$ cat config.mk
export PLATFORM = sky130hd
export DESIGN_NAME = ltc2195_spi_responder
export DESIGN_NICKNAME = d
export VERILOG_FILES = /design/src/rtl/ltc2195_spi_responder.sv
export SDC_FILE = /design/constraint.sdc
export NUM_CORES = 1
export LEC_CHECK = 0
export CORE_UTILIZATION = 62
export CTS_CLUSTER_DIAMETER = 120
export DETAILED_ROUTE_END_ITERATION = 10
export DONT_BUFFER_PORTS = 1
export PLACE_DENSITY = 0.78
export REMOVE_ABC_BUFFERS = 1
export SLEW_MARGIN = 0
export SYNTH_ARGS = -nofsm -noshare
export SYNTH_HDL_FRONTEND = slang
export SYNTH_SLANG_ARGS = --single-unit
export TNS_END_PERCENT = 1
$ cat constraint.sdc
create_clock -name clk_in -period 3.27 [get_ports clk_in]
set_clock_uncertainty 0.15 [all_clocks]
set_input_delay 0.4905 -clock clk_in [delete_from_list [all_inputs] [get_ports clk_in]]
set_output_delay 0.4905 -clock clk_in [all_outputs]
set_load 0.03 [all_outputs]
$ cat src/rtl/ltc2195_spi_responder.sv
// LTC2195-style SPI configuration responder (device side of the ADC config port).
// Mode 0, 16-bit frames MSB first: R/W (1 = read), 7-bit address, 8-bit data.
// Optional macro LTC2195_SPI_READBACK_EN enables SDO readback; when it is undefined,
// SDO/OE are tied low and read frames complete silently.
module ltc2195_spi_responder #(
   parameter int unsigned        NREGS        = 5,
   parameter logic [8*NREGS-1:0] REG_DEFAULTS = '0,
   parameter int unsigned        SYNC_STAGES  = 2
) (
   input  logic               clk_in,
   input  logic               rst_in,
   input  logic               spi_scs_in,
   input  logic               spi_sck_in,
   input  logic               spi_sdi_in,
   output logic               spi_sdo_out,
   output logic               spi_sdo_oe_out,
   output logic [8*NREGS-1:0] regs_out,
   output logic               wr_strobe_out,
   output logic [6:0]         wr_addr_out,
   output logic               frame_err_out,
   output logic               busy_out
);

   typedef enum logic [1:0] {StIdle, StAddr, StData, StDone} state_e;

   localparam logic [7:0] NRegsW = 8'(NREGS);

   logic [SYNC_STAGES-1:0] scs_sync_q, sck_sync_q, sdi_sync_q;
   logic                   scs_prev_q, sck_prev_q;
   logic                   scs_s, sck_s, sdi_s;
   logic                   scs_fall, scs_rise, sck_rise, sck_fall;

   state_e             state_q, state_d;
   logic [4:0]         cnt_q, cnt_d;
   logic [7:0]         sr_q, sr_d;
   logic               rw_q, rw_d;
   logic [6:0]         addr_q, addr_d;
   logic [8*NREGS-1:0] regs_q, regs_d;
   logic               strobe_q, strobe_d;
   logic [6:0]         waddr_q, waddr_d;
   logic               err_q, err_d;
   logic [7:0]         wr_data;
   logic               addr_ok;

   assign scs_s    = scs_sync_q[SYNC_STAGES-1];
   assign sck_s    = sck_sync_q[SYNC_STAGES-1];
   assign sdi_s    = sdi_sync_q[SYNC_STAGES-1];
   assign scs_fall = ~scs_s & scs_prev_q;
   assign scs_rise = scs_s & ~scs_prev_q;
   assign sck_rise = sck_s & ~sck_prev_q;
   assign sck_fall = ~sck_s & sck_prev_q;

   // Synchronize SPI pins and keep one previous sample for edge detection. SCS resets low so
   // a frame already in flight at reset release is not seen until SCS rises and falls again.
   always_ff @(posedge clk_in or negedge rst_in) begin
      if (!rst_in) begin
         scs_sync_q <= '0;
         sck_sync_q <= '0;
         sdi_sync_q <= '0;
         scs_prev_q <= 1'b0;
         sck_prev_q <= 1'b0;
      end else begin
         scs_sync_q <= {scs_sync_q[SYNC_STAGES-2:0], spi_scs_in};
         sck_sync_q <= {sck_sync_q[SYNC_STAGES-2:0], spi_sck_in};
         sdi_sync_q <= {sdi_sync_q[SYNC_STAGES-2:0], spi_sdi_in};
         scs_prev_q <= scs_s;
         sck_prev_q <= sck_s;
      end
   end

   // FSM state register.
   always_ff @(posedge clk_in or negedge rst_in) begin
      if (!rst_in) state_q <= StIdle;
      else         state_q <= state_d;
   end

   // Frame decode, write commit and soft reset.
   always_comb begin
      state_d  = state_q;
      cnt_d    = cnt_q;
      sr_d     = sr_q;
      rw_d     = rw_q;
      addr_d   = addr_q;
      regs_d   = regs_q;
      strobe_d = 1'b0;
      waddr_d  = waddr_q;
      err_d    = 1'b0;
      wr_data  = {sr_q[6:0], sdi_s};
      addr_ok  = ({1'b0, addr_q} < NRegsW);
      unique case (state_q)
         StIdle: begin
            if (scs_fall) begin
               state_d = StAddr;
               cnt_d   = '0;
               sr_d    = '0;
            end
         end
         StAddr, StData: begin
            if (scs_rise) begin
               state_d = StIdle;
               err_d   = 1'b1;
            end else if (sck_rise) begin
               sr_d  = wr_data;
               cnt_d = cnt_q + 5'd1;
               if (state_q == StAddr && cnt_q == 5'd7) begin
                  state_d = StData;
                  rw_d    = wr_data[7];
                  addr_d  = wr_data[6:0];
               end else if (state_q == StData && cnt_q == 5'd15) begin
                  state_d = StDone;
                  if (!rw_q) begin
                     if (addr_ok) begin
                        strobe_d = 1'b1;
                        waddr_d  = addr_q;
                        if (addr_q == 7'd0 && wr_data[7]) begin
                           // Soft reset: restore defaults, reg0 self-clears.
                           regs_d      = REG_DEFAULTS;
                           regs_d[7:0] = 8'h00;
                        end else begin
                           for (int unsigned i = 0; i < NREGS; i++) begin
                              if (addr_q == 7'(i)) regs_d[8*i +: 8] = wr_data;
                           end
                        end
                     end else begin
                        err_d = 1'b1;
                     end
                  end
               end
            end
         end
         StDone: begin
            if (scs_rise) state_d = StIdle;
         end
      endcase
   end

   // Datapath registers and output pulses.
   always_ff @(posedge clk_in or negedge rst_in) begin
      if (!rst_in) begin
         cnt_q    <= '0;
         sr_q     <= '0;
         rw_q     <= 1'b0;
         addr_q   <= '0;
         regs_q   <= REG_DEFAULTS;
         strobe_q <= 1'b0;
         waddr_q  <= '0;
         err_q    <= 1'b0;
      end else begin
         cnt_q    <= cnt_d;
         sr_q     <= sr_d;
         rw_q     <= rw_d;
         addr_q   <= addr_d;
         regs_q   <= regs_d;
         strobe_q <= strobe_d;
         waddr_q  <= waddr_d;
         err_q    <= err_d;
      end
   end

   assign regs_out      = regs_q;
   assign wr_strobe_out = strobe_q;
   assign wr_addr_out   = waddr_q;
   assign frame_err_out = err_q;
   assign busy_out      = (state_q != StIdle);

`ifdef LTC2195_SPI_READBACK_EN
   logic [7:0] so_q, so_d;
   logic       oe_q, oe_d;
   logic [7:0] rd_data;

   // Shift-out register: load on the first SCK fall of the data phase, then shift left.
   always_comb begin
      so_d    = so_q;
      oe_d    = oe_q;
      rd_data = 8'h00;
      for (int unsigned i = 0; i < NREGS; i++) begin
         if (addr_q == 7'(i)) rd_data = regs_q[8*i +: 8];
      end
      if (scs_rise) begin
         oe_d = 1'b0;
      end else if (state_q == StIdle && scs_fall) begin
         so_d = '0;
      end else if (state_q == StData && sck_fall && rw_q) begin
         if (cnt_q == 5'd8) begin
            so_d = rd_data;
            oe_d = 1'b1;
         end else if (cnt_q > 5'd8) begin
            so_d = {so_q[6:0], 1'b0};
         end
      end
   end

   // Shift-out state.
   always_ff @(posedge clk_in or negedge rst_in) begin
      if (!rst_in) begin
         so_q <= '0;
         oe_q <= 1'b0;
      end else begin
         so_q <= so_d;
         oe_q <= oe_d;
      end
   end

   assign spi_sdo_out    = so_q[7];
   assign spi_sdo_oe_out = oe_q;
`else
   assign spi_sdo_out    = 1'b0;
   assign spi_sdo_oe_out = 1'b0;
`endif

endmodule

# == Word level (Yosys, flattened, before mapping) ==
# Cells that the tools add are included.
# op_classes
n_addsub,1
div,0
n_reduce_logical,22
n_eq_ne,15
shifts,0
n_bitwise,9
order_cmp,1
n_mux,35
mul,0
# ops
cell,n
40-bit 2-to-1 mux,1
8-bit 2-to-1 mux,5
8-bit AND reduction,5
7-bit 2-to-1 mux,3
5-bit 2-to-1 mux,3
7-bit by 2-bit == test with 1-bit output (second input constant),2
1-bit 2-to-1 mux,14
7-bit one-hot mux with 2 select lines,1
2-bit nonzero test,7
2-bit 2-to-1 mux,6
4-bit AND reduction,3
5-bit one-hot mux with 2 select lines,1
2-bit != test (second input constant),4
7-bit by 1-bit == test with 1-bit output (second input constant),1
7-bit by 3-bit == test with 1-bit output (second input constant),1
7-bit logical NOT,1
7-bit by 3-bit < comparator with 1-bit output (second input constant),1
7-bit AND reduction,1
1-bit NOT,6
2-bit one-hot mux with 3 select lines,1
5-bit by 1-bit adder with 5-bit output (second input constant),1
5-bit by 3-bit == test with 1-bit output (second input constant),1
5-bit by 4-bit == test with 1-bit output (second input constant),1
2-bit == test (second input constant),2
other kinds (7),11
# totals
ram_bits,0
elab_cells,101
output_inout_bits,52
romBits,0
latch_bits,0
mem_count,0
regBits,79

# == Logic depth before layout (Yosys ltp) ==
# depth
word_depth,8
mapped_depth,8
ltp_nobuf,8

# == Worst setup path before layout ==
# OpenSTA, ideal clock, no wires.
# synth_timing
path_kind,register -> register
start,reg state_q[0]
end,reg regs_q[0] (netlist: regs_out[0])
setup_slack_ps,659
path_stages_with_launch,9
t_arrival_ps,2336
synth_period_minus_slack_ps,2611
setup_ps,125
path_cell_list,dfrtp_1 > inv_1 > ha_1 > buf_4 > nand3b_4 > or3_4 > nor4b_4 > nand2_4 > mux2_4
# synth_between
elab_chain_len,4
# synth_lines
item,line,rtl
start: declaration,33,"state_e state_q, state_d;"
start signal: assignment,73,if (!rst_in) state_q <= StIdle;
start signal: assignment,74,else state_q <= state_d;
2-bit by 1-bit == test with 1-bit output,"90, 105",
1-bit logical AND,105,if (state_q == StAddr && cnt_q == 5'd7) begin
1-bit NOT (no line),--,
8-bit AND reduction (no line) *,--,
end signal: assignment,153,regs_q <= regs_d;
end: declaration,38,"logic [8*NREGS-1:0] regs_q, regs_d;"
# Mark *: on every way between the ends. The rest lies on a longest branch, timed or not.
# A chain may end at the register's enable or synchronous reset.

# == Worst setup path after layout ==
# layout_timing
start,reg state_q[0]
end,reg regs_q[15] (netlist: regs_out[15])
# Same word-level chain as after synthesis.

==> reports/summary.json <==
{
  "synth.mux.area_fraction_pct": 19.1,
  "synth_seq_cells": 79,
  "element_type_at_the_critical_path_end": "flop",
  "syn_to_final_growth_pct": 11.0,
  "fin_util_pct": 71.8,
  "crit-reg2reg-launch": "state_q[0]$_DFFE_PN0P_",
  "timing_worst_slew_pin_value_ps": 603,
  "postCtsSetupRepairBufs": 0,
  "multi_input_comb_area_um2": 1280,
  "startpoint_class": "flop",
  "hp-start": "spi_sdi_in",
  "combPwrFrac_pct": 16.7,
  "worst-endpoint-required_ps": 3340,
  "critPathMaxStageDelay_ps": 540,
  "status": "finished clean",
  "critical_path.n_buffers_inverters": 1,
  "vias_in_the_first_global_route": 1875,
  "synth_fa_ha_area_share_pct": 2.65,
  "final_cells": 329,
  "fin_nets": 266,
  "simple_gate_portion_of_the_synthesized_area_pct": 13.1,
  "antenna_viol_nets_final": 0,
  "timing.max_slew.rel_slack_pct": 59.6,
  "hold_viol": 0,
  "grt_setup_unrepaired": "no",
  "vdd_drop_max_uv": 440,
  "fin_worst_hold_slack_ps": 29.0,
  "fp.dieH_um": 75.0,
  "chipWidth_um": 75.0,
  "final_period_minus_worst_setup_slack_ps": 2910,
  "finalPower_mw": 2.37,
  "path_max_fanout": 8,
  "detailedRoute.firstIterationViolations": 81,
  "htreeDepth": 3,
  "p_leak_nw": 1.90,
  "io_pins": 57,
  "port_buffers": 0,
  "grt_usage_pct": 22.7,
  "clock-root-buffer": "sky130_fd_sc_hd__clkbuf_8",
  "switchingPower_mw": 0.667,
  "gp_routability_congestion": 0.758,
  "postPlaceCellArea_um2": 3390,
  "worst_hold_check_path_type": "input port to flop",
  "fin_crit_sh_pct": 89.0,
  "rows": 26,
  "critical_path.cell_chain": "inv_1, ha_1, nand3b_4, or3_4, nor4b_4, nand2_4, mux2_1",
  "slowest_stage": "sky130_fd_sc_hd__nor4b_4",
  "grt_pass1_wl_um": 9050,
  "insertion_delay_ps": 330,
  "drc_errors": 0,
  "switching_share_pct": 28.1,
  "sequential_cell_area_um2": 1980,
  "crit_family": "simple AND/OR/NAND/NOR gates",
  "vias": 1857,
  "post_synth_num_cell_types": 36,
  "xor_xnor_share_of_the_synthesized_area_pct": 0.530,
  "cts_inserted_buffers": 9,
  "post_drt_wl_per_cell_um": 17.7,
  "synth-compound-area-share_pct": 3.22,
  "crit_type": "flop to flop",
  "cts_sinks": 79,
  "synth.cell_area_um2": 3300,
  "maxCapViolations": 0,
  "cts.clk_slew.worst_paths_ps": 80,
  "clockBufferDepth": 2,
  "pwr_density_cell_nw_per_um2": 647,
  "final_max_slew_viol_count": 0,
  "wirelength_um": 5810,
  "dieArea_um2": 5630,
  "initial_core_util_pct": 64.7,
  "grt_start_max_net_pins": 80,
  "placeableCoreArea_um2": 5110,
  "fraction_of_layout_cells_with_a_size_suffix_above_1_pct": 29.3,
  "fin_setup_tns_ps": 0,
  "seq_area_frac_synth_pct": 59.8,
  "synth_top_family_by_area": "multiplexers",
  "synth_cells": 242,
  "fillers": 360,
  "worst-endpoint-arrival_ps": 2980,
  "crit_path_from": "state_q[0]$_DFFE_PN0P_",
  "maxClockFrequency_ghz": 0.344,
  "stdcell_area_um2": 3670,
  "detailed_place_hpwl_um": 3780,
  "grt_antenna_before_repair": 0,
  "yosys_warnings": 0,
  "report.final.setup_viol": 0,
  "grt_remaining_overflow": 0,
  "cellInternalPower_mw": 1.70,
  "post_synth.cell_area_avg_um2": 13.7,
  "tritoncts_clock_tree": "built",
  "setup_slack_ps": 360,
  "pre_repair_dr_iteration_count": 4,
  "place_worst_setup_slack_ps": 359,
  "final_antenna_diode_count": 0,
  "per_cell_via_count_in_the_routed_design": 5.64,
  "dp.cells": 311,
  "power.clock.fraction_pct": 35.8,
  "power.share.sequential_pct": 47.5
}
[state kept, by name, summed over array words and instances, names as in the netlist]
signal and cells:
cnt_q 5, scs_prev_q 1, frame_err_out 1, wr_addr_out 7
wr_strobe_out 1, state_q 2, rw_q 1, sr_q 7
scs_sync_q 2, sck_sync_q 2, sck_prev_q 1, regs_out 40
sdi_sync_q 2, addr_q 7
[cell families (layout without fill, tap and decap cells)]
family,Yosys count,in the layout
AND/OR/NAND/NOR,71,71
adder cells (fa/ha/maj),7,7
multiplexers,54,54
flip-flops,79,79
other,1,2
AO/OA/AOI/OAI,18,18
XOR/XNOR,2,2
buffers and inverters,10,26
[routing by layer]
metal / part of all wire [%] / vias up / GRT usage [%]
met4: 1.6 / 0 / 11.3
met2: 47 / 50 / 34.2
met5: 0 / - / 0
li1: - / 858 / -
met1: 46 / 940 / 29.7
met3: 5.5 / 9 / 7.23
[cell usage after synthesis (all sizes together)]
| cell | instances | area (µm²) |
|---|---|---|
| dfrtp | 79 | 1980 |
| mux2 | 51 | 601 |
| nand2 | 29 | 139 |
| nor2b | 14 | 87.6 |
| o21ai | 10 | 50.1 |
| nor2 | 8 | 30.0 |
| ha | 7 | 87.6 |
| inv | 4 | 15.0 |
| and2 | 3 | 18.8 |
| buf | 3 | 22.5 |
| clkbuf | 3 | 11.3 |
| mux2i | 3 | 30.0 |
| nand3b | 3 | 35.0 |
| nor4 | 3 | 31.3 |
| a21oi | 2 | 10.0 |
| and3 | 2 | 12.5 |
| nand2b | 2 | 12.5 |
| nor3 | 2 | 10.0 |
| xor2 | 2 | 17.5 |
| a21boi | 1 | 7.51 |
| a22o | 1 | 8.76 |
| a22oi | 1 | 7.51 |
| conb | 1 | 3.75 |
| nand3 | 1 | 5.00 |
| nand4b | 1 | 8.76 |
| nor3b | 1 | 7.51 |
| nor4b | 1 | 23.8 |
| o2111ai | 1 | 8.76 |
| o211ai | 1 | 7.51 |
| o22ai | 1 | 6.26 |
| or3 | 1 | 11.3 |
[cell type report]
class	count	share of cell area, %
Inverter	4	0.409
Sequential cell	79	53.9
Clock buffer	11	3.58
Timing Repair Buffer	6	1.84
Multi-Input combinational cell	154	35.0
Tap cell	70	2.39
Clock inverter	5	2.90
[power by group through the flow]
| stage | clock [mW] | sequential, mW | combinational (mW) |
|---|---|---|---|
| final | 0.848 | 1.13 | 0.397 |
| after global routing | 0.904 | 1.14 | 0.454 |
| after CTS | 0.865 | 1.13 | 0.401 |
| after detailed placement | 0 | 1.15 | 0.373 |
| after global placement | 0 | 1.14 | 0.368 |
| after floorplan | 0 | 1.12 | 0.301 |
[worst reg2reg max path: stages, from the launching register on]
cell and delay [ps]:
sky130_fd_sc_hd__dfrtp_1 400, sky130_fd_sc_hd__inv_1 100, sky130_fd_sc_hd__ha_1 450, sky130_fd_sc_hd__nand3b_4 130
sky130_fd_sc_hd__or3_4 420, sky130_fd_sc_hd__nor4b_4 550, sky130_fd_sc_hd__nand2_4 240, sky130_fd_sc_hd__mux2_1 370
[timing repair]
action,4_1_cts,5_1_grt
resized for setup,0,0
endpoints found under the hold margin,79,0
hold buffers,2,0
[cell usage in the layout (no fill, tap or decap), types with 7 or more instances in the layout]
cell type,count
sky130_fd_sc_hd__nand2_1,25
sky130_fd_sc_hd__o21ai_0,10
sky130_fd_sc_hd__ha_1,7
sky130_fd_sc_hd__nor2_1,8
sky130_fd_sc_hd__dfrtp_1,79
sky130_fd_sc_hd__nor2b_1,14
sky130_fd_sc_hd__mux2_2,41
sky130_fd_sc_hd__clkbuf_8,9
sky130_fd_sc_hd__mux2_4,7
[path summary, 6_finish.rpt]
path | slack [ps] | cells past startpoint | to
max reg2reg | 360 | 7 | regs_out[15]$_DFFE_PN0P_
min in group asynchronous | 560 | 2 | regs_out[39]$_DFFE_PN0P_
max in group asynchronous | 2080 | 2 | sck_prev_q$_DFF_PN0_
min | 30 | 0 | sdi_sync_q[0]$_DFF_PN0_
min reg2reg | 200 | 0 | scs_sync_q[1]$_DFF_PN0_
max | 360 | 7 | regs_out[15]$_DFFE_PN0P_
Power figures use the tool's default switching activity.
